$ cat src/rtl/mem_arb_pkg.sv
// Shared types and constants for the unified-memory arbiter between the
// Thumb core's fetch and data ports.
package mem_arb_pkg;

    typedef enum logic [2:0] {
        IDLE    = 3'd0,
        RD      = 3'd1,
        WR      = 3'd2,
        WR_HOLD = 3'd3,
        DONE    = 3'd4
    } state_e;

    localparam logic PORT_I = 1'b0;
    localparam logic PORT_D = 1'b1;

    localparam int DEF_READ_WAIT  = 1;
    localparam int DEF_WRITE_WAIT = 1;

endpackage

$ cat src/rtl/mem_arbiter_timer.sv
// Loadable wait-state down-counter; expired is high once the count reaches zero.
module mem_wait_timer #(
    parameter int CNT_W = 8
) (
    input  logic             clk,
    input  logic             reset,
    input  logic             load,
    input  logic [CNT_W-1:0] load_val,
    input  logic             dec,
    output logic             expired
);

    logic [CNT_W-1:0] cnt_r;

    // Load on grant, then count down while a strobe phase is active.
    always_ff @(posedge clk or posedge reset) begin
        if (reset) begin
            cnt_r <= {CNT_W{1'b0}};
        end else if (load) begin
            cnt_r <= load_val;
        end else if (dec && (cnt_r != {CNT_W{1'b0}})) begin
            cnt_r <= cnt_r - CNT_W'(1);
        end else begin
            cnt_r <= cnt_r;
        end
    end

    assign expired = (cnt_r == {CNT_W{1'b0}});

endmodule

$ cat src/rtl/mem_arbiter.sv
// Shares one external memory port between fetch and data requesters.
// Define MEM_ARB_RR_EN for round-robin arbitration (default: data over fetch).
module mem_arbiter
    import mem_arb_pkg::*;
#(
    parameter int ADDR_W     = 32,
    parameter int DATA_W     = 32,
    parameter int READ_WAIT  = DEF_READ_WAIT,
    parameter int WRITE_WAIT = DEF_WRITE_WAIT
) (
    input  logic              clk,
    input  logic              reset,
    input  logic              i_req,
    input  logic [ADDR_W-1:0] i_addr,
    output logic              i_ack,
    output logic [15:0]       i_rdata,
    input  logic              d_req,
    input  logic              d_we,
    input  logic [ADDR_W-1:0] d_addr,
    input  logic [DATA_W-1:0] d_wdata,
    output logic              d_ack,
    output logic [DATA_W-1:0] d_rdata,
    output logic [ADDR_W-1:0] mem_addr,
    output logic              mem_read_n,
    output logic              mem_write_n,
    output logic [DATA_W-1:0] mem_wdata,
    output logic              mem_wdata_oe,
    input  logic [DATA_W-1:0] mem_rdata
);

    localparam int               CNT_W   = 8;
    localparam logic [CNT_W-1:0] RD_LOAD = CNT_W'(READ_WAIT);
    localparam logic [CNT_W-1:0] WR_LOAD = CNT_W'(WRITE_WAIT);

    state_e           state_r;
    logic             port_r;
    logic             req_any_s;
    logic             gnt_port_s;
    logic             load_s;
    logic             dec_s;
    logic             expired_s;
    logic [CNT_W-1:0] load_val_s;

`ifdef MEM_ARB_RR_EN
    logic             last_grant_r;

    // Remember which port was served last so a contended grant alternates.
    always_ff @(posedge clk or posedge reset) begin
        if (reset) begin
            last_grant_r <= PORT_I;
        end else if (load_s) begin
            last_grant_r <= gnt_port_s;
        end else begin
            last_grant_r <= last_grant_r;
        end
    end

    // Round-robin pick: contention goes to the port not granted last.
    always_comb begin
        req_any_s = i_req | d_req;
        if (i_req && d_req) begin
            gnt_port_s = (last_grant_r == PORT_I) ? PORT_D : PORT_I;
        end else if (d_req) begin
            gnt_port_s = PORT_D;
        end else begin
            gnt_port_s = PORT_I;
        end
    end
`else
    // Fixed-priority pick: data beats fetch.
    always_comb begin
        req_any_s = i_req | d_req;
        if (d_req) begin
            gnt_port_s = PORT_D;
        end else begin
            gnt_port_s = PORT_I;
        end
    end
`endif

    // Wait-timer control: load on grant, count during strobe phases.
    always_comb begin
        load_s = (state_r == IDLE) && req_any_s;
        dec_s  = (state_r == RD) || (state_r == WR);
        if ((gnt_port_s == PORT_D) && d_we) begin
            load_val_s = WR_LOAD;
        end else begin
            load_val_s = RD_LOAD;
        end
    end

    mem_wait_timer #(
        .CNT_W(CNT_W)
    ) u_timer (
        .clk      (clk),
        .reset    (reset),
        .load     (load_s),
        .load_val (load_val_s),
        .dec      (dec_s),
        .expired  (expired_s)
    );

    // Access sequencer; every memory-side and requester-side output is a register.
    always_ff @(posedge clk or posedge reset) begin
        if (reset) begin
            state_r      <= IDLE;
            port_r       <= PORT_I;
            mem_addr     <= {ADDR_W{1'b0}};
            mem_wdata    <= {DATA_W{1'b0}};
            mem_read_n   <= 1'b1;
            mem_write_n  <= 1'b1;
            mem_wdata_oe <= 1'b0;
            i_ack        <= 1'b0;
            d_ack        <= 1'b0;
            i_rdata      <= 16'h0000;
            d_rdata      <= {DATA_W{1'b0}};
        end else begin
            case (state_r)
                IDLE: begin
                    if (req_any_s) begin
                        port_r <= gnt_port_s;
                        if (gnt_port_s == PORT_D) begin
                            mem_addr <= d_addr;
                            if (d_we) begin
                                mem_wdata    <= d_wdata;
                                mem_write_n  <= 1'b0;
                                mem_wdata_oe <= 1'b1;
                                state_r      <= WR;
                            end else begin
                                mem_read_n <= 1'b0;
                                state_r    <= RD;
                            end
                        end else begin
                            mem_addr   <= i_addr;
                            mem_read_n <= 1'b0;
                            state_r    <= RD;
                        end
                    end else begin
                        state_r <= IDLE;
                    end
                end
                RD: begin
                    if (expired_s) begin
                        mem_read_n <= 1'b1;
                        state_r    <= DONE;
                        if (port_r == PORT_D) begin
                            d_rdata <= mem_rdata;
                            d_ack   <= 1'b1;
                        end else begin
                            i_rdata <= mem_addr[1] ? mem_rdata[31:16] : mem_rdata[15:0];
                            i_ack   <= 1'b1;
                        end
                    end else begin
                        state_r <= RD;
                    end
                end
                WR: begin
                    if (expired_s) begin
                        mem_write_n <= 1'b1;
                        state_r     <= WR_HOLD;
                    end else begin
                        state_r <= WR;
                    end
                end
                WR_HOLD: begin
                    mem_wdata_oe <= 1'b0;
                    d_ack        <= 1'b1;
                    state_r      <= DONE;
                end
                DONE: begin
                    // Deliberately no grant here: a req held through its ack waits one idle cycle.
                    i_ack   <= 1'b0;
                    d_ack   <= 1'b0;
                    state_r <= IDLE;
                end
                default: begin
                    mem_read_n   <= 1'b1;
                    mem_write_n  <= 1'b1;
                    mem_wdata_oe <= 1'b0;
                    i_ack        <= 1'b0;
                    d_ack        <= 1'b0;
                    state_r      <= IDLE;
                end
            endcase
        end
    end

endmodule

$ cat config.mk
export PLATFORM = sky130hd
export DESIGN_NAME = mem_arbiter
export DESIGN_NICKNAME = d
export VERILOG_FILES = /design/src/rtl/mem_arb_pkg.sv /design/src/rtl/mem_arbiter_timer.sv /design/src/rtl/mem_arbiter.sv
export SDC_FILE = /design/constraint.sdc
export NUM_CORES = 1
export LEC_CHECK = 0
export CAP_MARGIN = 40
export CORE_MARGIN = 1.5
export CORE_UTILIZATION = 38
export DETAILED_ROUTE_END_ITERATION = 6
export PLACE_DENSITY_LB_ADDON = 0.1
export SLEW_MARGIN = 0
export SYNTH_ARGS = -nofsm -noshare
export SYNTH_HDL_FRONTEND = slang
export SYNTH_SLANG_ARGS = --single-unit
export TNS_END_PERCENT = 30
$ cat constraint.sdc
create_clock -name clk -period 4.4 [get_ports clk]
set_clock_uncertainty 0.2 [all_clocks]
set_input_delay 0.88 -clock clk [delete_from_list [all_inputs] [get_ports clk]]
set_output_delay 0.88 -clock clk [all_outputs]
set_load 0.005 [all_outputs]
==> results of run 1 <==
## final cells by class
type / instances / area [um2]
clock inverters: 5 / 77.57
multi-input cells: 266 / 2170
well taps: 180 / 225.2
repair buffers: 256 / 2610
flip-flops and latches: 129 / 3231
clock buffers: 24 / 501.7
inverters: 6 / 26.28
fillers: 1163 / 5201
## flip-flops by register name (all words and copies together) (netlist names)
signal	flops
d_rdata	32
mem_wdata_oe	1
i_rdata	16
mem_write_n	1
port_r	1
u_timer.cnt_r	8
i_ack	1
mem_read_n	1
mem_addr	32
state_r	3
mem_wdata	32
d_ack	1
## cells by family (layout without fill, tap and decap cells)
kind of cell               Yosys count  count (layout)  synth area share, %
AOI/OAI and AO/OA                   51              51                5.140
xor gates and xnor gates             2               2               0.3157
adders and majority gates            2               2               0.4508
buffers and inverters               32             291                2.908
DFF                                129             129                58.21
muxes                              133             133                26.15
and+or+nand+nor                     78              78                6.831
## per-layer routing
layer	track usage (%)	part of all wire, %
met3	6.593	8.6
met1	21.19	39
met4	8.764	2.5
met2	33.01	50
met5	0	0
## power groups by stage
stage	Clock, W	Sequential [W]	Combinational (W)
global route	0.00144	0.00225	0.00270
CTS	0.00140	0.00217	0.00251
floorplan	0	0.00213	0.00107
global placement	0	0.00216	0.00244
finish	0.00137	0.00217	0.00247
detailed placement	0	0.00219	0.00250
## per-stage QoR
step | total power [W] | hold WS [ps]
final | 0.006002 | 274.4
after global routing | 0.006396 | 300.7
after global placement | 0.004598 | 262.3
after detailed placement | 0.004686 | 270.9
after CTS | 0.006081 | 281.9
after floorplan | 0.003196 | 273.0
## placed cells by master, fill, tap and decap left out, types with 3 or more instances in the layout
master and count:
clkdlybuf4s50_1 248, dfrtp_1 127, mux2_2 85, nand2_1 40, mux2i_1 37, o21ai_0 35
clkbuf_16 17, mux2_1 11, nor2_1 10, nor3_1 9, inv_1 5, a21oi_1 5
clkbuf_8 5, nand3_1 4, buf_12 4, o31ai_1 3, nor4_1 3
## worst max path at each step
stage,from,end,slack (ps),depth (start not counted)
2_1_floorplan,reset,d_ack,1730,1
3_3_place_gp,u_timer.cnt_r[0],d_rdata[15],1460,6
3_5_place_dp,u_timer.cnt_r[0],i_rdata[15],1490,6
4_1_cts,mem_addr[1],mem_addr[1],1340,1
5_1_grt,mem_addr[1],mem_addr[1],1280,1
6_report,mem_addr[1],mem_addr[1],1400,1
==> results.md, run 1 <==
- Status: finished clean
- Worst hold path depth: 2
- Post-Syn Nets: 562
- Hold EP: mem_addr[10]
- Final Hold Fails: 0
- GRT Overall Usage: 19.11%
- Combinational power share: 41.1%
- WP data required: 3320 ps
- Power Density: 678.8 nW/um2
- Most instantiated library cell after synthesis: dfrtp_1
- Reg2reg setup slack: roughly 1500 ps
- Setup WS pre-CTS: 1493 ps
- Clk root buf: clkbuf_16
- Clock transition at the registers of the reported paths: about 50 ps
- Via density: 4.885
- Post-Layout Cell Count: 866
- Clock power share: 22.8%
- Async set-reset flop share out of synthesis: 100.0%
- Dpl cells: 837
- Worst reg2reg path depth: 6
- P_leak: 3.789 nW
- Post-Syn Area: 5550 um2
- # setup viols final: 0
- Final worst slack: 1396 ps
- Worst hold path type: reg2reg
- Critical Path, Cell by Cell: clkdlybuf4s50_1
- Diodes inserted: 0
- P_sw: around 0.0017 W
- GR Overflow Total: 0
- Internal: 0.004263 W
- Pin count of the biggest net entering global routing: 60
- RD Place Congestion: 0.7698
- Die Wd: 123.9 um
- ANT nets after route: 0
- CTS Hold Buffers Added: 0
- TritonCTS Buffers: 17
- First-pass GRT wire length: 21,810 um
- Clock Latency Late Sink: 410 ps
- Post-synthesis sequential area ratio: 58.21%
- Resize count post-CTS: 0
- Worst setup EP type: primary output
- Die Area: 15,340 um2
- Setup bufs post-CTS: 0
- Post-synth top area cell: dfrtp_1
- Top post-synthesis cells by area: dfrtp_1 57%, mux2_2 17%, mux2i_1 6.7%
- Top Ports: 250
- Drc violations: 0
- Longest Clk Path Bufs: 2
- Startpoint types: register
- Dpl hpwl: 10,790 um
- IO buf count: 249
- Total wire length: about 14,000 um
- Reg-to-reg startpoint: u_timer.cnt_r[0]
- Share of post-route cells with drive strength above 1: 18.66%
- Max stage delay on crit path: roughly 870 ps
- Crit-path max FO: 18
- Sw frac: 28.97%
- Hold Path Origin: mem_addr[10]
- Syn_area_per_cell: 13.00 um2
- Area Growth Syn to Fin: 59.29%
- Post-layout min period: roughly 3000 ps
- Drt first pass iters: 4
- Avg WL per Cell: approximately 16 um
- Core area: between 10,000 and 15,000 um2
- Dpl cell area: around 8300 um2
- Post-Synthesis Cells: 427
- Synthesized flop and latch total: 129
- Worst-margin pin slew: 833.3 ps
- Setup total negative slack: 0 ps
- Layout Nets: slightly above 800
- CP bufs+invs: 1
- Initial antenna violation count: 0
- Area fraction of the dominant cell type after synthesis: roughly 57%
- CTS HTree Levels: 4
- Vias: 4,230
- Max Slew Vio Count: 0
- Drt initial violations: 159
- Main flop type after synthesis: dfrtp_1
- Yosys cell types: 40
- Max-Slew Margin vs Limit: 44.45%
- Max frequency: between 300 and 400 MHz
- Crit path arrival time: 1920 ps
- Slowest-stage cell, CP: dfrtp_1
- RSZ-0062 raised after global routing: no
- Design area: 8841 um2
- Top post-synthesis cells by count: 127 x dfrtp_1, 85 x mux2_2, 40 x nand2_1, 37 x mux2i_1, 35 x o21ai_0
- Worst r2r dst: i_rdata[11]
- Max_cap viols: 0
- Period utilization: 68.28%
- Post-synth EDFFs: 0
- VDD IR max: about 270 uV
- Row count: 43
- Total number of yosys warnings: 0
- Critical path type: reg2out
- Die H: 123.9 um
- Initial Util: 39.53%
- Sequential power share: 36.1%
- Core Util, Final: 62.96%
- CP delay by family, top: flip-flops
- Vias in the first global route: around 4,300
- # clock sinks: 129
- CTS tree: done
Power figures use the tool's default switching activity.
==> run 2, diff against run 1 <==
clock period = 2.4 ns   (was 4.4 ns; I/O delays follow)
==> results.md, run 2 (same netlist as run 1, synthesis figures left out) <==
- Row count: 43
- Setup WS pre-CTS: 61.69 ps
- Biggest regs: d_rdata x32, mem_addr x32, mem_wdata x32
- Dpl hpwl: about 11,000 um
- Max Slew Vio Count: 0
- Crit-path max FO: 8
- Final Hold Fails: 0
- GR Overflow Total: 0
- Most frequent cells in the layout: 248 x clkdlybuf4s50_1, 127 x dfrtp_1, 78 x mux2_2
- Die H: between 100 and 150 um
- WHS: ~270 ps
- Max frequency: between 400 and 500 MHz
- GRT Overall Usage: 19.23%
- Status: finished, violations left
- Reg-to-reg startpoint: u_timer.cnt_r[1]
- Drc violations: 0
- Max-Slew Margin vs Limit: 60.37%
- Layout Nets: 823
- Avg WL per Cell: 16.63 um
- Tot Pwr: 0.01148 W
- Worst reg2reg path depth: 7
- CTS Hold Buffers Added: 0
- TritonCTS Buffers: 17
- Die Wd: 123.9 um
- First-pass GRT wire length: about 22,000 um
- Initial antenna violation count: 0
- Commonest non-fill, non-tap cell in the layout: clkdlybuf4s50_1
- Critical path type: reg2reg
- Clock transition at the registers of the reported paths: around 60 ps
- Total wire length: 14,650 um
- Vias in the first global route: 4,413
- Worst hold path type: reg2reg
- Crit path arrival time: 2500 ps
- # setup viols final: 7
- Via density: 4.907
- ANT nets after route: 0
- # clock sinks: between 100 and 150
- Die Area: roughly 15,000 um2
- Area Growth Syn to Fin: 63.53%
- CTS HTree Levels: 4
- Reg2reg setup slack: -10 ps
- Longest Clk Path Bufs: 2
- Setup crit end: i_rdata[1]
- Final worst slack: -11.91 ps
- Max_cap viols: 0
- RD Place Congestion: 0.8168
- Post-layout min period: 2412 ps
- Failing checks: negative setup slack
- Top Ports: 250
- P_leak: 3.910 nW
- Period utilization: 100.5%
- Initial Util: between 30 and 40%
- Clock Latency Late Sink: roughly 410 ps
- Worst setup EP type: register
- CTS tree: done
- Startpoint types: register
- RSZ-0062 raised after global routing: yes
- WP data required: 2490 ps
- Worst Setup SP: u_timer.cnt_r[1]
- Power Density: 1265 nW/um2
- Drt initial violations: 133
- Core area: 14,040 um2
- Diodes inserted: 0
- Share of post-route cells with drive strength above 1: about 23%
- Worst r2r dst: i_rdata[1]
- Drt first pass iters: 4
- Clk root buf: clkbuf_16
- Pin count of the biggest net entering global routing: 73
- Vias: around 4,300
- VDD IR max: around 670 uV
- Worst-margin pin slew: 589.0 ps
- IO buf count: 249
run 2: cell types whose count changed in the layout (fill, tap and decap cells not counted), sizes merged:
cell      before  now
buf            8   19
clkinv         2    6
bufinv         2    3
clkinvlp       2    1
run 2: critical path: stages (launching register included):
cell and delay, ps:
dfrtp_1 410, inv_2 100, ha_4 130, or3b_4 390
nor4_4 280, and3b_2 300, clkbuf_16 180, mux2_4 300
run 2: metal layers:
layer / up-vias / part of all wire [%] / track usage [%]
met3: 15 / 8.1 / 6.273
met4: 0 / 1.4 / 7.471
met1: 2113 / 38 / 20.80
met5: - / 0 / 0
li1: 2028 / - / -
met2: 167 / 52 / 34.74
run 2: per-stage QoR:
stage / cells / utilization, % / TNS [ps] / instance area (um2)
CTS: 876 / 63.70 / 0 / 8945
finish: 881 / 64.64 / -47.99 / 9076
floorplan: 427 / - / 0 / 5554
global route: 881 / 64.64 / -862.8 / 9076
global placement: 844 / 59.24 / 0 / 8319
detailed placement: 844 / 59.24 / 0 / 8319
run 2: worst min path at each step:
stage	start	endpoint	depth (start not counted)	slack [ps]
after floorplan	u_timer.cnt_r[6]	u_timer.cnt_r[6]	1	270
after global placement	mem_addr[19]	mem_addr[19]	2	260
after detailed placement	i_ack	i_ack	1	270
after CTS	d_req	state_r[1]	3	280
after global routing	d_rdata[15]	d_rdata[15]	1	300
final	mem_addr[7]	mem_addr[7]	2	270
run 2: final cells by class:
type                    count  area [um2]
fillers                  1109        4966
flip-flops and latches    129        3231
repair buffers            268        2723
multi-input cells         266        2246
clock buffers              23       498.0
well taps                 180       225.2
clock inverters             9       127.6
inverters                   6       26.28
run 2: repair_timing:
action,4_1_cts,5_1_grt
buffers inserted,0,4
endpoints found under the setup margin,0,16
gates resized for setup,0,22
run 2: power by group:
group / total, W / internal, W / switching [W]
Sequential: 0.00386 / 0.00326 / 0.000606
Combinational: 0.00493 / 0.00315 / 0.00178
Clock: 0.00269 / 0.00177 / 0.000920
Total: 0.0115 / 0.00818 / 0.00330
==> run 3, diff against run 2 <==
GPL_TIMING_DRIVEN = 0   (was not set)
==> results.md, run 3 (same netlist as run 1, synthesis figures left out) <==
- Avg WL per Cell: 17.58 um
- Crit-path max FO: 7
- TritonCTS Buffers: 17
- GR Overflow Total: 0
- Clock transition at the registers of the reported paths: about 60 ps
- Via density: 4.899
- Failing checks: negative setup slack
- Vias in the first global route: between 4,000 and 5,000
- VDD IR max: between 500 and 600 uV
- Reg2reg setup slack: -2 ps
- Die Area: 15,340 um2
- Drt first pass iters: 4
- Worst setup EP type: register
- Post-Layout Cell Count: approximately 900
- Vias: 4,429
- Drt initial violations: 220
- RD Place Congestion: 0.7833
- Final Hold Fails: 0
- WHS: 275.8 ps
- ANT nets after route: 0
- # clock sinks: 129
- Share of post-route cells with drive strength above 1: 22.79%
- Setup WS pre-CTS: -265.6 ps
- Max_cap viols: 0
- CTS Hold Buffers Added: 0
- Status: finished, violations left
- Tot Pwr: 0.01155 W
- Most frequent cells in the layout: 249 x clkdlybuf4s50_1, 127 x dfrtp_1, 78 x mux2_2
- Longest Clk Path Bufs: 2
- Max frequency: approximately 420 MHz
- Initial Util: 39.53%
- Top Ports: 250
- Commonest non-fill, non-tap cell in the layout: clkdlybuf4s50_1
- Startpoint types: register
- Diodes inserted: 0
- Layout Nets: 848
- IO buf count: roughly 250
- Worst-margin pin slew: 798.6 ps
- Max Slew Vio Count: 0
- Max-Slew Margin vs Limit: 46.76%
- # setup viols final: 1
- P_leak: between 3 and 4 nW
- Core Util, Final: 65.67%
- Dpl hpwl: 11,570 um
- Power Density: 1253 nW/um2
- Critical path type: reg2reg
- Pin count of the biggest net entering global routing: 38
- Core area: 14,040 um2
- Clock Latency Late Sink: 410 ps
- Dpl cells: ~860
- Die Wd: 123.9 um
- CTS tree: done
- Biggest regs: d_rdata x32, mem_addr x32, mem_wdata x32
- Total wire length: between 15,000 and 20,000 um
- GRT Overall Usage: 20.98%
- RSZ-0062 raised after global routing: yes
- Post-layout min period: between 2000 and 2500 ps
- Area Growth Syn to Fin: 66.14%
- CTS HTree Levels: 4
- Clk root buf: clkbuf_16
- Crit path arrival time: 2490 ps
- Drc violations: 0
- Row count: 43
- Die H: 123.9 um
- First-pass GRT wire length: roughly 24,000 um
- Worst hold path type: reg2reg
- WP data required: 2480 ps
- Period utilization: 100.1%
- Final worst slack: -2.321 ps
- Initial antenna violation count: 0
## run 3: worst paths after layout
| path | depth (start not counted) | startpoint | end |
|---|---|---|---|
| max | 8 | u_timer.cnt_r[1] | d_rdata[27] |
| min | 2 | mem_addr[22] | mem_addr[22] |
| max reg2reg | 8 | u_timer.cnt_r[1] | d_rdata[27] |
| min reg2reg | 2 | mem_addr[22] | mem_addr[22] |
| max in group asynchronous | 4 | reset | i_rdata[15] |
| min in group asynchronous | 2 | reset | mem_wdata[9] |
## run 3: final cells by class
type / instances / area [um2]
inverter: 6 / 26.28
buffer: 25 / 172.7
tap: 180 / 225.2
clock inverter: 6 / 80.08
clock buffer: 24 / 491.7
multi-input combinational: 266 / 2255
timing repair buffer: 268 / 2740
sequential: 129 / 3231
fill: 1091 / 4821
## run 3: repair_timing
item                                    4_1_cts  5_1_grt
pin swaps                                     1        2
endpoints found under the setup margin       46       78
setup buffers                                10        3
gates resized for setup                      29       14
cloned                                        1        2
## run 3: metal layers
| metal | vias up | track usage (%) | part of all wire, % |
|---|---|---|---|
| met2 | 178 | 36.57 | 51 |
| li1 | 2078 | - | - |
| met1 | 2154 | 23.99 | 38 |
| met3 | 19 | 7.738 | 9.1 |
| met4 | 0 | 6.394 | 1.5 |
| met5 | - | 0 | 0 |
## run 3: through the flow
| stage | cell area [um2] | TNS, ps |
|---|---|---|
| 2_1_floorplan | 5554 | 0 |
| 3_3_place_gp | 8272 | -146490 |
| 3_5_place_dp | 8332 | -13090 |
| 4_1_cts | 9112 | -1274 |
| 5_1_grt | 9221 | -2059 |
| 6_report | 9221 | -2.321 |
## run 3: worst max-delay path: stages, from the launching register on
cell	delay (ps)
dfrtp_1	390
inv_2	90
ha_4	140
or3b_4	390
nor4_4	210
buf_4	180
nand3_4	170
clkbuf_16	240
mux2_2	270
## run 3: power by group
| group | total, W | switching, W | internal, W |
|---|---|---|---|
| combinational | 0.00517 | 0.00192 | 0.00325 |
| sequential | 0.00388 | 0.000617 | 0.00326 |
| clock | 0.00250 | 0.000884 | 0.00162 |
| total | 0.0116 | 0.00342 | 0.00813 |
==> variant: new RTL, config.mk and constraints of run 1 <==
Set the parameter `ADDR_W` to 28 (it was 32).
--- a/src/rtl/mem_arbiter.sv
+++ b/src/rtl/mem_arbiter.sv
@@ -3,7 +3,7 @@
 module mem_arbiter
     import mem_arb_pkg::*;
 #(
-    parameter int ADDR_W     = 32,
+    parameter int ADDR_W     = 28,
     parameter int DATA_W     = 32,
     parameter int READ_WAIT  = DEF_READ_WAIT,
     parameter int WRITE_WAIT = DEF_WRITE_WAIT
Ports: changed (resized d_addr, i_addr and mem_addr); port bits go from 250 to 238. No check against the original RTL was run, so the function may have changed too.
==> variant against run 1 <==
Total power down 0.49%. Hold slack worse by 0.53 ps. Synthesized area shrank 1.3%. Design area is 3.1% lower. Sequential cell count shrank 4. Combinational power is 2% higher. Final cell count is 1.4% lower. Register-to-register slack gained 30 ps. Routed wire length is 0.15% lower. Setup slack better by 140 ps. Largest cell class unchanged.
==> variant: results (changes against run 1) <==
The largest delay contributor family on the critical path was simple AND/OR/NAND/NOR gates (was flip-flops). Cells taking the most area after synthesis: sky130_fd_sc_hd__dfrtp_1, sky130_fd_sc_hd__mux2i_1, sky130_fd_sc_hd__mux2_4 (was sky130_fd_sc_hd__dfrtp_1, sky130_fd_sc_hd__mux2_2, sky130_fd_sc_hd__mux2i_1). The switching power of the nets was 1760 µW (was 1739 µW); the stage delay of the slowest cell on the critical path was 640 ps (was 870 ps). The tools report the destination of the worst register-to-register timing path as mem_wdata[14]$_DFFE_PP0P_ (was i_rdata[11]$_DFFE_PP0P_). The flow ran to the end, and the final reports show no timing, DRC or antenna violations. The total of fill cells in the finished design is 1156 (was 1163).

The run gives 0.8136 (was 0.7698) as the final estimated routing congestion in global placement. The source of the worst register-to-register timing path was state_r[2]$_DFF_PP0_ (was u_timer.cnt_r[0]$_DFFE_PP0P_). The maximum number of pins on one net before global-route repair is 96 (was 60).

The fraction of final layout cells with drive strength greater than 1 was 16.47% (was 18.66%); the worst path arrival time was 2950 ps (was 1920 ps). The leakage power total is 0.003759 µW (was 0.003789 µW). Leading registers by flop count: d_rdata x32, mem_wdata x32, mem_addr x28 (was d_rdata x32, mem_addr x32, mem_wdata x32). The logs give 2153 µm² (was 2170 µm²) for the area used by multi-input combinational logic and 47 (was 40) for the unique cell type count in the Yosys netlist. The worst setup slack after layout is 1539 ps (was 1396 ps).

The final HPWL from detailed placement was 10490 µm (was 10790 µm). The tools report the startpoint of the tightest hold check path as mem_addr[13]$_DFFE_PP0P_ (was mem_addr[10]$_DFFE_PP0P_). The aggregate global-route resource usage was 19.14% (was 19.11%); the standard cell area after detailed placement was 7980 µm² (was 8262 µm²). The flip-flop and latch share of the layout cell area was 36.53% (was 36.54%). The portion of synthesized cell area occupied by the leading cell type was 56.16% (was 57.26%). The number of global-route vias before repair was 4242 (was 4311). The count of port buffers added during placement was 237 (was 249); the sequential-to-total area share from yosys stat was 57.12% (was 58.21%). The critical setup path kind was flip-flop to flip-flop (was flip-flop to output pin).

The number of multi-input combinational cells in the layout is 267 (was 266). The maximum resistive drop on vdd came out at 363.6 µV (was 274.7 µV). The tools report the hold path endpoint as mem_addr[13]$_DFFE_PP0P_ (was mem_addr[10]$_DFFE_PP0P_). The placed instance count was 822 (was 837).
-- variant: layer usage --
layer	share of wire (%)	GRT usage (%)
met2	48	31.32
met3	9.0	6.965
met5	0	0
met1	41	22.67
met4	2.3	8.333
-- variant: power groups by stage --
| stage | clock network (µW) | registers [µW] | logic (µW) |
|---|---|---|---|
| 2_1_floorplan | 0 | 2050 | 1170 |
| 3_3_place_gp | 0 | 2050 | 2500 |
| 3_5_place_dp | 0 | 2070 | 2560 |
| 4_1_cts | 1410 | 2070 | 2570 |
| 5_1_grt | 1460 | 2140 | 2760 |
| 6_report | 1380 | 2060 | 2530 |
-- variant: logic make-up (layout without fill, tap and decap cells) --
kind of cell    count (synthesis)  in the layout  share of synthesized area (%)
compound gates                 69             69                          7.124
flops                         125            125                          57.12
mux                           111            111                          23.79
fa+ha+maj                       2              2                         0.4565
buf+inv                        34            282                          3.790
xor+xnor                        3              3                         0.4795
simple gates                   82             82                          7.237
